### config.mk
export PLATFORM = sky130hd
export DESIGN_NAME = lzc_norm_pipe
export DESIGN_NICKNAME = d
export VERILOG_FILES = /design/src/rtl/lzc_norm_pipe.sv
export SDC_FILE = /design/constraint.sdc
export NUM_CORES = 1
export LEC_CHECK = 0
export CAP_MARGIN = 30
export CORE_UTILIZATION = 50
export CTS_CLUSTER_SIZE = 28
export DETAILED_ROUTE_END_ITERATION = 8
export DONT_BUFFER_PORTS = 1
export PLACE_DENSITY_LB_ADDON = 0.3
export RECOVER_POWER = 50
export SETUP_SLACK_MARGIN = 0.05
export SLEW_MARGIN = 15
export SYNTH_ARGS = -nofsm -noshare
export SYNTH_HDL_FRONTEND = slang
export SYNTH_SLANG_ARGS = --single-unit
### constraint.sdc
create_clock -name clk -period 8.2 [get_ports clk]
set_input_delay 1.64 -clock clk [delete_from_list [all_inputs] [get_ports clk]]
set_output_delay 1.64 -clock clk [all_outputs]
set_load 0.02 [all_outputs]
### src/rtl/lzc_norm_pipe.sv
// Two-stage leading zero/one counter and left normalizer with valid/ready flow control.
// Optional performance counters are enabled by defining LZC_PERF_CNT_EN.
module lzc_norm_pipe #(
   parameter int WI_SZ  = 32,
   parameter int WO_SZ  = $clog2(WI_SZ) + 1,
   parameter int TAG_SZ = 4
) (
   input  logic              clk,
   input  logic              rst,
   input  logic              in_valid,
   output logic              in_ready,
   input  logic [WI_SZ-1:0]  in_data,
   input  logic              in_mode,
   input  logic [TAG_SZ-1:0] in_tag,
   output logic              out_valid,
   input  logic              out_ready,
   output logic [WO_SZ-1:0]  out_lzc,
   output logic [WI_SZ-1:0]  out_norm,
   output logic              out_zero,
   output logic [TAG_SZ-1:0] out_tag
`ifdef LZC_PERF_CNT_EN
  ,input  logic              perf_clr,
   output logic [15:0]       perf_in_cnt,
   output logic [15:0]       perf_zero_cnt
`endif
);

   localparam int LVL = $clog2(WI_SZ);
   localparam int PW  = 1 << LVL;

   logic [WI_SZ-1:0]  srcWord;
   logic [PW-1:0]     padWord;
   logic [WO_SZ-1:0]  lzcCount_d;
   logic [WI_SZ-1:0]  s2Norm_d;
   logic              s1Adv;
   logic              s2Adv;

   logic              s1Valid_q;
   logic [WI_SZ-1:0]  s1Data_q;
   logic [TAG_SZ-1:0] s1Tag_q;
   logic [WO_SZ-1:0]  s1Count_q;

   logic              s2Valid_q;
   logic [WI_SZ-1:0]  s2Norm_q;
   logic [WO_SZ-1:0]  s2Count_q;
   logic              s2Zero_q;
   logic [TAG_SZ-1:0] s2Tag_q;

   // Leading ones become leading zeros after inversion; padding bits terminate the count at WI_SZ.
   assign srcWord = in_mode ? ~in_data : in_data;

   generate
      if (PW > WI_SZ) begin : g_pad
         assign padWord = {srcWord, {(PW-WI_SZ){1'b1}}};
      end else begin : g_nopad
         assign padWord = srcWord;
      end
   endgenerate

   // Halving search: each level tests the top half of the remaining window and shifts it away if empty.
   always_comb begin
      logic [PW-1:0]    win;
      logic [WO_SZ-1:0] acc;
      win = padWord;
      acc = '0;
      for (int k = LVL - 1; k >= 0; k--) begin
         if ((win & ~({PW{1'b1}} >> (1 << k))) == '0) begin
            acc = acc + (WO_SZ'(1) << k);
            win = win << (1 << k);
         end
      end
      if (!win[PW-1]) begin
         acc = acc + WO_SZ'(1);
      end
      lzcCount_d = (acc > WO_SZ'(WI_SZ)) ? WO_SZ'(WI_SZ) : acc;
   end

   assign s2Norm_d = s1Data_q << s1Count_q;

   assign s2Adv    = !s2Valid_q || out_ready;
   assign s1Adv    = !s1Valid_q || s2Adv;
   assign in_ready = s1Adv;

   always_ff @(posedge clk) begin
      if (rst) begin
         s1Valid_q <= 1'b0;
         s1Data_q  <= '0;
         s1Tag_q   <= '0;
         s1Count_q <= '0;
      end else if (s1Adv) begin
         s1Valid_q <= in_valid;
         if (in_valid) begin
            s1Data_q  <= in_data;
            s1Tag_q   <= in_tag;
            s1Count_q <= lzcCount_d;
         end
      end
   end

   // Output registers only change on a real transfer, so they hold steady under backpressure.
   always_ff @(posedge clk) begin
      if (rst) begin
         s2Valid_q <= 1'b0;
         s2Norm_q  <= '0;
         s2Count_q <= '0;
         s2Zero_q  <= 1'b0;
         s2Tag_q   <= '0;
      end else if (s2Adv) begin
         s2Valid_q <= s1Valid_q;
         if (s1Valid_q) begin
            s2Norm_q  <= s2Norm_d;
            s2Count_q <= s1Count_q;
            s2Zero_q  <= (s1Count_q == WO_SZ'(WI_SZ));
            s2Tag_q   <= s1Tag_q;
         end
      end
   end

   assign out_valid = s2Valid_q;
   assign out_lzc   = s2Count_q;
   assign out_norm  = s2Norm_q;
   assign out_zero  = s2Zero_q;
   assign out_tag   = s2Tag_q;

`ifdef LZC_PERF_CNT_EN
   logic [15:0] perfIn_q;
   logic [15:0] perfZero_q;

   always_ff @(posedge clk) begin
      if (rst || perf_clr) begin
         perfIn_q   <= '0;
         perfZero_q <= '0;
      end else begin
         if (in_valid && s1Adv && (perfIn_q != 16'hFFFF)) begin
            perfIn_q <= perfIn_q + 16'd1;
         end
         if (s2Valid_q && out_ready && s2Zero_q && (perfZero_q != 16'hFFFF)) begin
            perfZero_q <= perfZero_q + 16'd1;
         end
      end
   end

   assign perf_in_cnt   = perfIn_q;
   assign perf_zero_cnt = perfZero_q;
`endif

endmodule

Yosys cells after proc, flatten, opt, wreduce, memory -nomap -nowiden
Cells that the tools add are included.

Register bits: 87.

Mux-type cells: 13. Reductions and logical operators: 11. Shift operators: 1. $lt $le $gt $ge: 1. Bitwise logic cells: 1. Add/sub/neg operators: 5. Eq/ne operators: 1.

Operators with widths (number): 2-to-1 mux 32 bit (6); logical NOT 32 bit (5); 2-to-1 mux 6 bit (6); NOT 32 bit (1); << shifter 32 x 6 -> 32 bit (1); adder 6 x 1 -> 6 bit, second input constant (2); adder 5 x 4 -> 6 bit, second input constant (1); adder 6 x 2 -> 6 bit, second input constant (1); adder 6 x 3 -> 6 bit, second input constant (1); == test 6 bit, second input constant (1); greater-than comparator 6 bit, second input constant (1); 2-to-1 mux 5 bit (1); AND reduction 2 bit (2); logical NOT 1 bit (2); logical OR 1 bit (2).

Longest topological paths before layout
Gate-level depths: netlist of the first run.

Depth after elaboration: 16. Mapped depth: 14. Depth with buffers taken out: 10.

Least setup slack after synthesis of the first run
OpenSTA, ideal clock, no wires.

Path type: input-to-reg. From: in in_data[29]. To: reg s1Count_q[0]. Path buffers: 2. Arrival time: 4.062 ns. Stages on the path: 11. Path slack: 4.047 ns. Required time: 8.109 ns. Cells stage by stage: buf_2 or4_1 mux2i_4 o2111ai_4 buf_6 o32ai_1 mux2i_1 nor4_2 a22oi_2 a2111o_1 a311oi_1.

Cells in the longest elaborated chain, start to end: 16.

RTL lines: from (decl) (line 12) `input logic [WI_SZ-1:0] in_data,`; NOT 32 bit (line 50) `assign srcWord = in_mode ? ~in_data : in_data;`; 2-to-1 mux 32 bit (*) (line 50); logical NOT 32 bit (line 67) `if ((win & ~({PW{1'b1}} >> (1 << k))) == '0) begin`; 2-to-1 mux 5 bit / 2-to-1 mux 32 bit (equally long branches) (line 67); adder 5 x 4 -> 6 bit / logical NOT 32 bit (equally long branches) (line 68, 67); 2-to-1 mux 6 bit / 2-to-1 mux 32 bit (equally long branches) (line 67); adder 6 x 3 -> 6 bit / logical NOT 32 bit (equally long branches) (line 68, 67); 2-to-1 mux 6 bit / 2-to-1 mux 32 bit (equally long branches) (line 67); adder 6 x 2 -> 6 bit / logical NOT 32 bit (equally long branches) (line 68, 67); 2-to-1 mux 6 bit / 2-to-1 mux 32 bit (equally long branches) (line 67); adder 6 x 1 -> 6 bit / logical NOT 32 bit (equally long branches) (line 68, 67); 2-to-1 mux 6 bit (line 67); adder 6 x 1 -> 6 bit (line 73) `acc = acc + WO_SZ'(1);`; 2-to-1 mux 6 bit (*) (line 72) `if (!win[PW-1]) begin`; greater-than comparator 6 bit (line 75) `lzcCount_d = (acc > WO_SZ'(WI_SZ)) ? WO_SZ'(WI_SZ) : acc;`; 2-to-1 mux 6 bit (*) (line 75); to (signal assigned) (line 95) `s1Count_q <= lzcCount_d;`; to (decl) (line 41) `logic [WO_SZ-1:0] s1Count_q;`.

Mark *: on every way between the ends. The rest lies on a longest branch, timed or not. A chain may end at the register's enable or synchronous reset.

Worst setup path in the final report of the first run
From: in in_data[16]. To: reg s1Count_q[0].

Same word-level chain as after synthesis.

==> results of run 1 <==
-- final timing paths --
| kind | to | slack (ns) | cells past startpoint |
|---|---|---|---|
| setup / recovery | s1Count_q[0] | 4.00 | 9 |
| setup reg to reg | s1Count_q[2] | 5.01 | 7 |
| hold / removal | s1Count_q[1] | 0.45 | 2 |
| hold reg to reg | s1Count_q[1] | 0.45 | 2 |
-- layout make-up --
| cell class | count | share of cell area (%) |
|---|---|---|
| multi-input cells | 532 | 59.8 |
| flip-flops and latches | 87 | 31.4 |
| well taps | 136 | 3.07 |
| clock buffers | 10 | 2.30 |
| clock inverters | 6 | 1.67 |
| repair buffers | 7 | 1.02 |
| inverters | 11 | 0.745 |
-- logic make-up after synthesis --
group                     after synthesis  synth area share, %
and+or+nand+nor                       265                 21.6
buffers and inverters                  67                 5.13
xor gates and xnor gates                2                0.329
DFF                                    87                 32.7
AOI/OAI and AO/OA                     199                 24.3
muxes                                  66                 15.9
-- critical path: cells and delay by family --
family          cells  cell delay, ns
mux                 2            0.47
compound gates      6            1.81
simple gates        1            0.56
-- cell usage in the layout (no fill, tap or decap), drive strengths merged, types with 5 or more instances in the layout --
master,instances
a22oi,20
o211ai,9
nor2,58
a211oi,7
a311oi,5
a21oi,78
or4,5
nor3,9
mux4,12
nand4,6
o22ai,9
nand3,8
mux2i,38
dfxtp,87
inv,13
buf,6
clkbuf,11
a222oi,9
a31oi,11
nor2b,6
o21ai,26
or3,5
mux2,16
and2,6
nand2,146
-- state kept, by name, summed over array words and instances, names as in the netlist --
| signal | count |
|---|---|
| out_lzc | 6 |
| out_norm | 32 |
| out_tag | 4 |
| out_valid | 1 |
| out_zero | 1 |
| s1Count_q | 6 |
| s1Data_q | 32 |
| s1Tag_q | 4 |
| s1Valid_q | 1 |
-- report_power, final --
group          leakage [uW]  switching [uW]  internal [uW]  total [uW]
registers          0.000710            23.4            439         463
logic               0.00116            80.5           54.6         135
clock network      0.000104             157            174         331
-- stage by stage --
step	power (uW)	util, %	hold slack [ns]
CTS	932	53.5	0.450
global route	971	53.7	0.468
detailed placement	605	51.4	0.439
finish	929	53.7	0.448
floorplan	583	-	0.432
global placement	603	51.4	0.433
-- routing by layer --
metal / up-vias / global-route usage, %
met1: 2491 / 37.1
met2: 196 / 44.7
met3: 32 / 6.61
met4: 0 / 10.2
met5: - / 0
li1: 2419 / -
==> results.txt, run 1 <==
- Overall routing resource usage: 28.1%
* Yosys cell types: 61
- Setup violations remaining at the end of the flow were counted as 0.
- The detailed router finished its first iteration with 418 violations.
* Combined area of all synthesized cells: 5320 um2
- Area share of the leading cell type in the synthesized netlist: 32.7%
- The number of gates resized after CTS was 0.
- In this run, synthesis produced a sequential element count of 87.
- The worst path needs 4.20 ns of the cycle, external delays included.
- Summed over all failing endpoints, the final setup total negative slack is 0 ns.
- In the synthesized netlist the async set-or-reset flop fraction comes to 0%.
- Across the routed clock network, the largest skew measured is 0.0115 ns.
- After detailed routing, the number of vias per cell comes to 6.51.
- Hold Fails Final Rpt: 0
- On the worst path, the slowest cell contributes a delay of 0.61 ns.
- Clock buffer count from CTS: 9
- Met3 layer wire length in the routed design: 1.10 mm
- In the post-synthesis netlist, the biggest area contributors are dfxtp_1, nand2_1, a21oi_1, mux2i_1, mux4_2.
- DR vias: 5138
- Pin count of the biggest net entering global routing: 88
- Setup slack on the critical path of the routed design comes to 4.00 ns.
- The count of cells in the finished layout, fillers not included, comes to 789.
- The final reports fail on capacitance limit, slew limit.
- Area Overhead vs Synth: 4.14%
- In this run the worst path has a maximum fanout of 16.
- Crit. End Element: flip-flop
* Share of the yosys chip area belonging to registers: 32.7%
- Max-slew headroom: -18.1%
* Pre-CTS WS: 3.62 ns
- Power density over the cells: 168 nW/um2
- Max-cap violations in this run came to 1.
- Static timing analysis puts the maximum clock frequency at 238 MHz.
* Peak supply drop: 0.0000886 V
* Number of diodes: 0
- Total routed wire length on the met1 layer: 6.53 mm
- Slew Viols, Final: 41
- The worst setup path is launched from a primary input.
- Buffers added on ports: 0
- Arr. time, crit path: 4.48 ns
* Cell Rows: 37
- Hold WC Path Type: reg2reg
- # fillers: 987
- Leakage: 0.00197 uW
- Source of the worst hold timing path: s1Count_q[1]
* Top cell types by occurrence after synthesis: nand2_1, dfxtp_1, a21oi_1
- With fillers left out, the area of the finished cells amounts to 5540 um2.
* Library cell with the highest instance count after synthesis: nand2_1
* Drt pass-1 iters: 5
* Initial antenna violation count: 0
* Synth Instances: 686
- The number of global-route vias before repair is 4830.
- At the end of routability-driven placement, the weighted congestion stood at 0.924.
- After layout, the worst path uses 51.3% of the clock period.
- The number of nets in the synthesized netlist is 727.
- Buffer cell driving the clock tree root: clkbuf_8
- Fraction of final layout cells sized beyond drive strength 1: 9.19%
* First-pass GRT wire length: 24.8 mm
* CTS Buffer Depth: 2
* CP required: 8.47 ns
- In this run the critical register-to-register path is launched from out_valid.
* Number of H-tree branching levels: 3
* Sequential cell area: 1740 um2
* Number of nets with antenna violations after detailed routing: 0
- The Yosys step of the flow raised 0 warnings.
* Initial Utilization: 51.5%
- A synthesized cell averages 7.76 um2.
* Number of nets in the finished design: 689
- For the worst-skew pair, the clock arrives at the later sink with an insertion delay of 0.36 ns.
- The largest total area in the synthesized netlist belongs to dfxtp_1.
* Core ar.: 10300 um2
- Drt drc: 0
* Cell-by-cell trace of the critical path: or4_1 -> mux2i_4 -> o2111a_1 -> mux2i_1 -> a211o_1 -> a21oi_1 -> a22oi_2 -> a2111o_1 -> a311oi_1
- Top-level I/O count: 86
- Dividing the detail-routed wire length by the instance count gives 19.2 um.
* Placed standard-cell area: 5300 um2
- Die H: 105 um
* Critical Setup Path Class: in2reg
- The run finished, with violations left.
- Area of combinational cells with multiple inputs: 3310 um2
- The clock drives 87 sinks.
- Floorplan die area: 11100 um2
* Clock slew seen by the registers of the worst setup and hold paths: 0.08 ns
* Met2 Routed Length: 7.14 mm
* Top routing layer in use: met4
- Total grt overflow: 0
- At the pin with the least slew margin, the transition time is 1.77 ns.
* HPWL after detailed placement: 11.0 mm
- Number of synthesized flops with an enable pin: 0
* Die width: 105 um
- The routed design has 15.1 mm of wire.
- Setup bufs post-CTS: 0
- Start point of the critical path: in_data[16]
* Instance count after placement with tap cells included: 771
- # hold bufs at CTS: 0
- TritonCTS built the clock tree.
- Slowest cell on crit path: o2111a_1
- RSZ-0062 raised after global routing: no
* Commonest register cell after synthesis: dfxtp_1
(Power assumes the default switching activity.)
==> inputs of run 2 (changes only) <==
==> constraint.sdc (replaced) <==
create_clock -name clk -period 4.4 [get_ports clk]
set_input_delay 0.88 -clock clk [delete_from_list [all_inputs] [get_ports clk]]
set_output_delay 0.88 -clock clk [all_outputs]
set_load 0.02 [all_outputs]
==> run 2 against run 1 <==
Compared with the run above: the run still ends with capacitance limit, slew limit left; sequential power is 87% higher; non-clock buffer count is 2 higher; clock-buffer cell count is 2 higher; clock power is 65% higher; clock skew is 0.0040 ns higher; cell count is 0.25% higher; wire length is 0.46% higher; critical path type unchanged.
==> results.txt, run 2 (synthesis gave the netlist of run 1 again) <==
* Result of the run: finished, violations left
- Violations in the final reports: capacitance limit, slew limit
* Sequential cell area: 1740 um2
* Power density over the cells: 301 nW/um2
- DR vias: 5050
* Switching Fraction: 29.8%
- The multi-input combinational cells in the finished layout cover a total of 3310 um2.
- Number of diodes: 0
- Detailed-route wire length per cell: 19.2 um
- # hold bufs at CTS: 0
- The number of antenna violations at the first check in global routing is 0.
- For met2 alone, demand over resource in global routing was 45.0%.
* Via density: 6.38
- Pre-CTS WS: 0.725 ns
* Aggregate routed wire length: 15.2 mm
- The final-report max-slew violation count was 46.
* Crit. End Element: flip-flop
* FMAX: 280 MHz
- The die covers 11100 um2.
* Fraction of final layout cells sized beyond drive strength 1: 9.31%
- Combinational cells account for 15.1% of the total power.
- Clock slew seen by the registers of the worst setup and hold paths: 0.09 ns
- Entering global routing, the biggest net connects 88 pins.
- Pin placement for this block handled 86 I/O pins.
* Total power after layout: 1660 uW
- Placed standard-cell area: 5320 um2
- Core ar.: 10300 um2
- The number of global-route vias before repair was 4700.
- The clock network burns 32.8% of the power.
- Final TNS setup: 0 ns
- Maximum Capacitance Violations: 1
* RSZ-0062 raised after global routing: no
* Part of the total power dissipated in sequential elements: 52.1%
* Die H: 105 um
- The tightest hold path in the finished design has a slack of 0.454 ns.
- Across the routed clock network, the largest skew measured is 0.0155 ns.
- Setup violations remaining at the end of the flow were counted as 0.
- CTS saw 87 sinks.
- Most Used Layer, Global Route: met2
* Number of nets with antenna violations after detailed routing: 0
- Routing usage on met1: 37.1%
* Reported net switching power: 494 uW
* Critical Setup Path Class: in2reg
- The finished cells cover 5520 um2.
- At the end of routability-driven placement, the weighted congestion stood at 0.874.
- Setup crit start kind: primary input
* Drt pass-1 iters: 5
- CTS built an H-tree with a depth of 3.
* CP required: 4.65 ns
- Slew at the pin closest to its max-slew limit: 1.91 ns
- Of all nets on the critical path, the largest fanout is 45.
* Leakage: 0.00197 uW
* First-pass GRT wire length: 24.6 mm
* Initial drt markers: 433
- Headroom to the max-slew limit came out at -27.0%.
* Peak supply drop: 0.000210 V
- Arr. time, crit path: 3.82 ns
* Post_cts resized: 0
* CTS Buffer Depth: 2
- Global routing consumed, over all layers together, 28.4% of the routing resources.
* Setup slack after layout: 0.824 ns
- Hold Fails Final Rpt: 0
- Final worst path period need: 3.58 ns
- The later pin in the worst-skew pair is clocked with a latency of 0.36 ns.
- HPWL after detailed placement: 11.1 mm
- Hold WC Path Type: reg2reg
* Final worst path period share: 81.3%
- Area Overhead vs Synth: 3.81%
- TritonCTS created 9 clock buffers.
- At the end of the flow, the number of nets in the layout was 691.
- Clock tree from TritonCTS: yes
- Internal power of the cells: 1170 uW
- Initial Utilization: 51.5%
* Buffer cell driving the clock tree root: clkbuf_8
- Die width: 105 um
- # fillers: 1013
* Drt drc: 0
- Commonest non-fill, non-tap cell in the layout: nand2_1
* Buffers added on ports: 0
- After global routing the overflow that remains totals 0.
- In this run the post-CTS setup repair buffer count came out at 0.
- The top cell types in the final layout, fill and taps aside, are nand2_1, dfxtp_1, a21oi_1, nor2_1, mux2i_1.
- Global routing consumed, on the met3 layer, 5.80% of the routing resources.
- Row generation in the floorplan step produced 37 rows.
## run 2: area by class of cell
cell class | instances | area share [%]
sequential | 87 | 31.5
clock inverter | 4 | 0.657
clock buffer | 12 | 2.81
timing repair buffer | 9 | 1.22
inverter | 11 | 0.747
multi-input combinational | 532 | 60.0
tap | 136 | 3.08
## run 2: power groups by stage
stage               logic, uW  registers (uW)  clock network (uW)
floorplan                 218             869                   0
global placement          238             885                   0
detailed placement        242             886                   0
CTS                       243             868                 563
global route              277             869                 594
finish                    251             865                 545
## run 2: final timing paths
path               from            to  slack, ns  cells after the start
min          s1Tag_q[0]    out_tag[0]       0.45                      2
max reg2reg   out_valid  out_norm[19]       0.83                      8
min reg2reg  s1Tag_q[0]    out_tag[0]       0.45                      2
max           out_ready  out_norm[19]       0.82                      8
## run 2: routing by layer
metal	share of wire (%)	wire [um]
met3	6.7	1020
met5	0	0
met2	48	7250
met1	43	6590
met4	2.2	335
## run 2: stage by stage
step | utilization, % | cells
6_report | 53.5 | 791
5_1_grt | 53.5 | 791
4_1_cts | 53.4 | 789
3_5_place_dp | 51.5 | 773
3_3_place_gp | 51.5 | 773
2_1_floorplan | - | 686
## run 2: worst max-delay path, cell delays in order
cell and delay [ns]:
nor2b_1 0.23, nand2b_1 0.17, clkbuf_1 1.38, nor2_1 0.33, nand2_1 0.29, nor3_1 0.11
a222oi_1 0.36, nor2_1 0.07
==> inputs of run 3 (changes only) <==
==> constraint.sdc (replaced) <==
create_clock -name clk -period 3.7 [get_ports clk]
set_input_delay 0.74 -clock clk [delete_from_list [all_inputs] [get_ports clk]]
set_output_delay 0.74 -clock clk [all_outputs]
set_load 0.02 [all_outputs]
==> run 3 against run 2 <==
Compared with the run above: the run still ends with capacitance limit, slew limit left; clock skew increased by 0.0014 ns; hold slack worse by 0.022 ns; sequential share of layout area shrank 0.32 points; flip-flop and latch count unchanged; critical path type unchanged; largest power group unchanged.
==> results.txt, run 3 (synthesis gave the netlist of run 1 again) <==
* Result of the run: finished, violations left
- The checks that failed: capacitance limit, slew limit.
- Largest fanout of any net on the critical path: 8
- Top-level I/O count: 86
* Final TNS setup: 0 ns
* Floorplan die area: 11100 um2
* Number of diodes: 0
- Number of sinks handled by clock tree synthesis: 87
* Core ar.: 10300 um2
- Number of nets with antenna violations after detailed routing: 0
* Worst reg-to-reg setup slack: 0.82 ns
- Gates resized during post-CTS repair numbered 0.
* DR vias: 5001
- HPWL after detailed placement: 11.4 mm
* FMAX: 309 MHz
- The analysis attributes to cell leakage a power of 0.00201 uW.
- In this run, post-CTS hold repair placed 0 buffers.
* Area of combinational cells with multiple inputs: 3310 um2
* Detailed-route wire length per cell: 19.2 um
- Between clock sinks in the finished design, the worst skew comes to 0.0169 ns.
- Via count of the first global-routing pass: 4783
- The net count of the finished layout is 697.
- Slew Viols, Final: 43
* Peak supply drop: 0.000189 V
* Arr. time, crit path: 3.49 ns
* Setup crit start kind: primary input
- Startpoint of the lowest-slack register-to-register path: out_valid
- Buffer cell driving the clock tree root: clkbuf_8
- Input and output buffers added on the ports amount to 0.
- Critical Setup Path Class: in2reg
- The initialized floorplan defines 37 standard-cell rows.
* Die H: 105 um
* Fraction of final layout cells sized beyond drive strength 1: 10.3%
* Clock group share of total power: 34.8%
* Part of the total power dissipated in combinational logic: 14.6%
- From left edge to right edge, the die measures 105 um.
* Global placement routability congestion: 0.877
- In this run, the number of DRC markers left after iteration 0 of detailed routing was 438.
- # fillers: 1018
- Drt pass-1 iters: 9
- Leaving out fill and tap cells, the most frequent cell in the layout is nand2_1.
- The number of clock buffers added by TritonCTS is 9.
- The clock reaches the later pin of the worst-skew pair after 0.36 ns.
- Internal power of the cells: 1440 uW
- Following the worst setup path forward leads to its endpoint at s1Count_q[4].
- For this design the total switching power over the nets is 598 uW.
- Slew at the pin closest to its max-slew limit: 1.68 ns
* Source of the worst hold timing path: rst
- Net switching is 29.4% of the power.
* Aggregate routed wire length: 15.3 mm
- Clock tree from TritonCTS: yes
- For this run, design rule violations remaining after detail routing come to 0.
- Max-slew headroom: -12.3%
* Total grt overflow: 0
- Max-cap violations in this run came to 1.
- The worst register-to-register path has a depth of 5.
- Dividing total power by cell area gives a power density of 365 nW/um2.
* Setup violations, final: 0
* Setup bufs post-CTS: 0
- The first global-routing pass estimated 24.7 mm of wire.
- In the routed layout, each cell is associated on average with a via count of 6.27.
- Clock-pin slew was measured on the worst setup and hold paths at 0.09 ns.
- Final worst path period share: 87.6%
- Setup slack after layout: 0.460 ns
* Hold Fails Final Rpt: 0
- In this run the deepest clock path goes through 2 buffers.
- The clock tree synthesis step divided the H-tree into 3 levels.
- Once placement completed, the tool counted placed cells totaling 780.
- The endpoint identified for the worst register-to-register timing path is out_norm[29].
- Initial antenna violation count: 0
* Crit. End Element: flip-flop
- The tightest min-delay check is of the in2reg type.
- In the layout the commonest cells are nand2_1, dfxtp_1, a21oi_1, nor2_1, mux2i_1.
- RSZ-0062 raised after global routing: no
- Area Overhead vs Synth: 4.87%
- Sequential cell area: 1740 um2
- At the placement stage, the worst setup path has a slack of 0.140 ns.
* Count of placed standard cells in the final layout, fillers left out: 797
- Overall routing resource usage: 28.1%
- The routed design could run at a clock period as short as 3.24 ns.
* Start point of the critical path: in_data[24]
- Part of the total power dissipated in sequential elements: 50.6%
- Initial Utilization: 51.5%
* CP required: 3.95 ns
- Pin count of the biggest net entering global routing: 88
run 3: area by class of cell:
type / instances / share of cell area (%)
well taps: 136 / 3.05
repair buffers: 15 / 1.88
clock inverters: 6 / 1.30
clock buffers: 10 / 2.47
multi-input cells: 532 / 59.3
flip-flops and latches: 87 / 31.2
inverters: 11 / 0.740
run 3: critical path, cell delays in order:
cell and delay [ns]:
or4_1 0.52, mux2i_2 0.40, nand2_1 0.27, nor3_1 0.32, a211oi_1 0.17, and3_1 0.21, a211oi_1 0.37, nand3_1 0.19
a32o_1 0.29
run 3: worst min-delay path by stage:
| stage | slack (ns) | cells after the start | to |
|---|---|---|---|
| after floorplan | 0.43 | 2 | out_tag[0] |
| after global placement | 0.43 | 2 | out_tag[3] |
| after detailed placement | 0.44 | 2 | out_tag[2] |
| after CTS | 0.42 | 1 | s1Data_q[16] |
| after global routing | 0.42 | 1 | s1Data_q[16] |
| final | 0.43 | 1 | s1Data_q[16] |
run 3: through the flow:
step	instance area, um2	power [uW]	utilization (%)	hold WS (ns)
after detailed placement	5370	1350	52.0	0.440
after floorplan	5320	1290	-	0.432
after global placement	5370	1340	52.0	0.431
after CTS	5580	2040	54.1	0.423
after global routing	5580	2120	54.1	0.421
final	5580	2040	54.1	0.433
run 3: metal layers:
metal	part of all wire [%]	up-vias	track usage, %
li1	-	2438	-
met1	44	2358	37.3
met2	47	184	46.3
met3	6.4	21	5.24
met4	1.8	0	8.45
met5	0	-	0
run 3: power groups by stage:
| stage | Clock, uW | Sequential (uW) | Combinational [uW] |
|---|---|---|---|
| after floorplan | 0 | 1030 | 259 |
| after CTS | 720 | 1030 | 294 |
| after global placement | 0 | 1050 | 288 |
| after global routing | 758 | 1040 | 330 |
| after detailed placement | 0 | 1050 | 293 |
| final | 709 | 1030 | 297 |
==> RTL edit 1 (settings of run 2) <==
`WI_SZ`: 32 -> 16.
--- a/src/rtl/lzc_norm_pipe.sv
+++ b/src/rtl/lzc_norm_pipe.sv
@@ -3,3 +3,3 @@
 module lzc_norm_pipe #(
-   parameter int WI_SZ  = 32,
+   parameter int WI_SZ  = 16,
    parameter int WO_SZ  = $clog2(WI_SZ) + 1,
Ports: changed (resized in_data, out_lzc and out_norm); port bits go from 86 to 53. The function was not compared with the original's and may differ.
==> RTL edit 1 against run 2 <==
Global-route usage fell by 5.7 points; first-iteration DRC count fell by 65%; sequential cell count fell by 34; worst setup slack improved by 0.26 ns; design area fell by 44%; synthesized area fell by 44%; routed wire length fell by 55%; total power fell by 41%; critical path type unchanged; largest cell class unchanged; highest routed layer unchanged.
==> RTL edit 1: results (changes against run 2) <==
qor: placed_design.placed_cells_incl_taps 416 [was 773]
qor: drt.wl 6850 um [was 15200 um]
qor: placed_design.finalWeightedCongestion 0.910 [was 0.874]
qor: global_routing.grt_util_all_layers 22.7% [was 28.4%]
qor: synthesis.syn_avg_cell_area 8.02 sq um [was 7.76 sq um]
qor: timing.fin_worst_skew 0.00601 ns [was 0.0155 ns]
qor: drt.first_iter_violations 150 [was 433]
qor: synthesis.synth-seq-area-share 35.5% [was 32.7%]
qor: outcome.outcome complete, no violations [was finished, violations left]
qor: global_routing.grt_pass1_vias 2341 [was 4700]
qor: power.pwr-share-seq 54.1% [was 52.1%]
qor: critical_path.crit_fanout 13 [was 45]
qor: synthesis.yosysUniqueCellTypes 57 [was 61]
qor: synthesis.synth.cells.most_frequent sky130_fd_sc_hd__nand2_1, sky130_fd_sc_hd__dfxtp_1, sky130_fd_sc_hd__a21oi_1 [unchanged]
qor: critical_path.cpLargestDelayFamily compound AO/OA/AOI/OAI gates [was buffers and inverters]
qor: floorplanning.std_cell_rows 27 [was 37]
qor: placed_design.place_worst_setup_slack 0.792 ns [was 0.725 ns]
qor: power.netsw 254 uW [was 494 uW]
qor: synthesis.post_synth_fa_ha_maj_area_fraction 0.418% [was 0%]
qor: drt.via_per_instance_ratio 6.09 [was 6.38]
qor: clocking.numCtsBuffers 5 [was 9]
qor: synthesis.synth_xor_area_share 1.17% [was 0.329%]
qor: synthesis.post_synth_main_area_contributors sky130_fd_sc_hd__dfxtp_1, sky130_fd_sc_hd__nand2_1, sky130_fd_sc_hd__a21oi_1, sky130_fd_sc_hd__mux2i_1, sky130_fd_sc_hd__nor2_1 [was sky130_fd_sc_hd__dfxtp_1, sky130_fd_sc_hd__nand2_1, sky130_fd_sc_hd__a21oi_1, sky130_fd_sc_hd__mux2i_1, sky130_fd_sc_hd__mux4_2]
qor: global_routing.grt_max_degree 56 [was 88]
qor: power.totalPowerFinal 977 uW [was 1.66 mW]
qor: placed_design.placement.cell_area 2960 sq um [was 5320 sq um]
qor: drt.drtPass1Iterations 4 [was 5]
qor: critical_path.worst_path_largest_cell_delay 0.51 ns [was 1.38 ns]
qor: final_layout.share_of_post_route_cells_with_drive_strength_above_1 7.39% [was 9.31%]
qor: placed_design.dp_hpwl 4910 um [was 11100 um]
qor: timing.worst_slew_pin_slew 0.857 ns [was 1.91 ns]
[RTL edit 1: cell count changes after synthesis, sizes merged, moves of 10 or more]
cell and change:
nand2 -73, a21oi -35, dfxtp -34, clkbuf -25, nor2 -23, mux2i -21, o21ai -18, mux2 -13
inv -10
[RTL edit 1: area by class of cell]
class / count / area (sq um)
clock buffers: 5 / 68.8
clock inverters: 2 / 35.0
fillers: 541 / 2570
inverters: 2 / 7.51
multi-input cells: 288 / 1790
flip-flops and latches: 53 / 1060
well taps: 72 / 90.1
repair buffers: 2 / 18.8
[RTL edit 1: metal layers]
layer	global-route usage (%)	part of all wire (%)
met1	30.0	46
met2	36.5	47
met3	5.63	5.8
met4	6.18	0.91
met5	0	0
[RTL edit 1: final timing paths]
path	slack (ns)	to	start	cells after the start
setup reg to reg	1.92	out_norm[11]	out_valid	6
setup / recovery	1.09	s1Count_q[1]	in_data[8]	12
hold / removal	0.45	out_tag[1]	s1Tag_q[1]	2
hold reg to reg	0.45	out_tag[1]	s1Tag_q[1]	2
==> RTL edit 2 (settings of run 2) <==
Without the edit above. One comparison of `s1Count_q` changes from == to >=.
--- a/src/rtl/lzc_norm_pipe.sv
+++ b/src/rtl/lzc_norm_pipe.sv
@@ -112,3 +112,3 @@
             s2Count_q <= s1Count_q;
-            s2Zero_q  <= (s1Count_q == WO_SZ'(WI_SZ));
+            s2Zero_q  <= (s1Count_q >= WO_SZ'(WI_SZ));
             s2Tag_q   <= s1Tag_q;
Function: same outputs for any inputs over 4 cycles, from zero or initial values and one cycle with rst high; that may be too few to reach the edited logic, so the function may still have changed.
==> RTL edit 2 against run 2 <==
Count of clock-buffer cells in the layout down 3; via count shrank 8.0%; die area down 3.3%; sequential power barely moved; synthesized area shrank 3.4%; design area shrank 2.2%; total power rose by 2.4%; non-clock buffer count is 2 higher; the flow still finishes with violations (capacitance limit, slew limit); clock power rose by 8.8%; worst setup slack worse by 0.0057 ns; routed wire length is 8.5% lower; sequential cell count stayed put.
==> RTL edit 2: results (changes against run 2) <==
qor: power.power.combinational.total 243 uW [was 251 uW]
qor: final_layout.layout.buffer.nonclock.area_share 1.67% [was 1.22%]
qor: synthesis.syn_avg_cell_area 8.11 sq um [was 7.76 sq um]
qor: placed_design.finalWeightedCongestion 0.975 [was 0.874]
qor: power.powerSeq 864 uW [was 865 uW]
qor: final_layout.share_of_post_route_cells_with_drive_strength_above_1 10.4% [was 9.31%]
qor: power.max-vdd-ir-drop 0.190 mV [was 0.210 mV]
qor: critical_path.r2r_slack 1.57 ns [was 0.83 ns]
qor: placed_design.placed_cells_incl_taps 725 [was 773]
qor: job.cap_viol_max_count 1 [unchanged]
qor: final_layout.multi_input_cells 483 [was 532]
qor: floorplanning.std_cell_rows 36 [was 37]
qor: placed_design.dp_hpwl 10300 um [was 11100 um]
qor: drt.routed_wire_length_per_instance 18.8 um [was 19.2 um]
qor: synthesis.yosysUniqueCellTypes 51 [was 61]
qor: final_layout.clock_tree_area_fraction 3.99% [was 3.47%]
qor: outcome.outcome finished, violations left [unchanged]
qor: global_routing.grt_util_all_layers 26.3% [was 28.4%]
qor: synthesis.synth_xor_area_share 0.682% [was 0.329%]
qor: synthesis.syn-num-nets 675 [was 727]
qor: global_routing.met3_usage 5.91% [was 5.80%]
qor: timing.fin_worst_skew 0.0127 ns [was 0.0155 ns]
qor: final_layout.fillers 892 [was 1013]
qor: power.netsw 501 uW [was 494 uW]
qor: power.netSwitchingFraction 29.5% [was 29.8%]
qor: global_routing.grt_max_degree 90 [was 88]
qor: timing.layout_worst_path_cycle_share 81.4% [was 81.3%]
qor: final_layout.seq-cell-share 32.3% [was 31.5%]
qor: power.p_leak 1.97 nW [about the same]
qor: final_layout.final_cells 741 [was 791]
qor: critical_path.crit_path_start in_data[20] [was out_ready]
qor: timing.finalMaxSlewViolations 42 [was 46]
qor: synthesis.synth-compound-area-share 20.5% [was 24.3%]
qor: final_layout.share_of_the_final_layout_cell_area_in_multi_input_gates 58.2% [was 60.0%]
qor: critical_path.rr_endpoint out_norm[20] [was out_norm[19]]
qor: global_routing.met1_usage 34.2% [was 37.1%]
qor: outcome.violations capacitance limit, slew limit [unchanged]
qor: timing.slew_headroom -10.1% [was -27.0%]
qor: hold_path.hold_path_startpoint s1Tag_q[3] [was s1Tag_q[0]]
qor: global_routing.grt_first_pass_wirelength 21400 um [was 24600 um]
qor: drt.first_iter_violations 342 [was 433]
qor: critical_path.r2r_cells 5 [was 8]
-- RTL edit 2: changes by cell type after synthesis, moves of 4 or more --
| cell | delta |
|---|---|
| sky130_fd_sc_hd__mux4_2 | +8 |
| sky130_fd_sc_hd__buf_2 | -4 |
| sky130_fd_sc_hd__a31oi_1 | -4 |
| sky130_fd_sc_hd__nand2_1 | -11 |
| sky130_fd_sc_hd__mux2i_1 | +8 |
| sky130_fd_sc_hd__a211oi_1 | +9 |
| sky130_fd_sc_hd__a311oi_1 | -5 |
| sky130_fd_sc_hd__o211ai_1 | -6 |
| sky130_fd_sc_hd__o21ai_0 | -12 |
| sky130_fd_sc_hd__a21oi_1 | -13 |
| sky130_fd_sc_hd__mux2_2 | -7 |
-- RTL edit 2: worst max-delay path: stages --
cell                        delay, ns
sky130_fd_sc_hd__or4_1           0.51
sky130_fd_sc_hd__o22ai_1         0.22
sky130_fd_sc_hd__o2111ai_2       0.28
sky130_fd_sc_hd__buf_4           0.31
sky130_fd_sc_hd__mux2i_1         0.25
sky130_fd_sc_hd__a211oi_1        0.28
sky130_fd_sc_hd__a21oi_1         0.14
sky130_fd_sc_hd__o41a_1          0.48
sky130_fd_sc_hd__o2111a_2        0.30
sky130_fd_sc_hd__o41ai_2         0.18
-- RTL edit 2: kinds of logic after synthesis --
logic type / Yosys count
AND/OR/NAND/NOR: 246
buffers and inverters: 64
flip-flops: 87
AO/OA/AOI/OAI: 161
XOR/XNOR: 4
multiplexers: 72
-- RTL edit 2: routing by layer --
| metal | part of all wire, % | routed length, um |
|---|---|---|
| met4 | 1.9 | 266 |
| met5 | 0 | 0 |
| met1 | 44 | 6070 |
| met2 | 48 | 6720 |
| met3 | 6.1 | 853 |
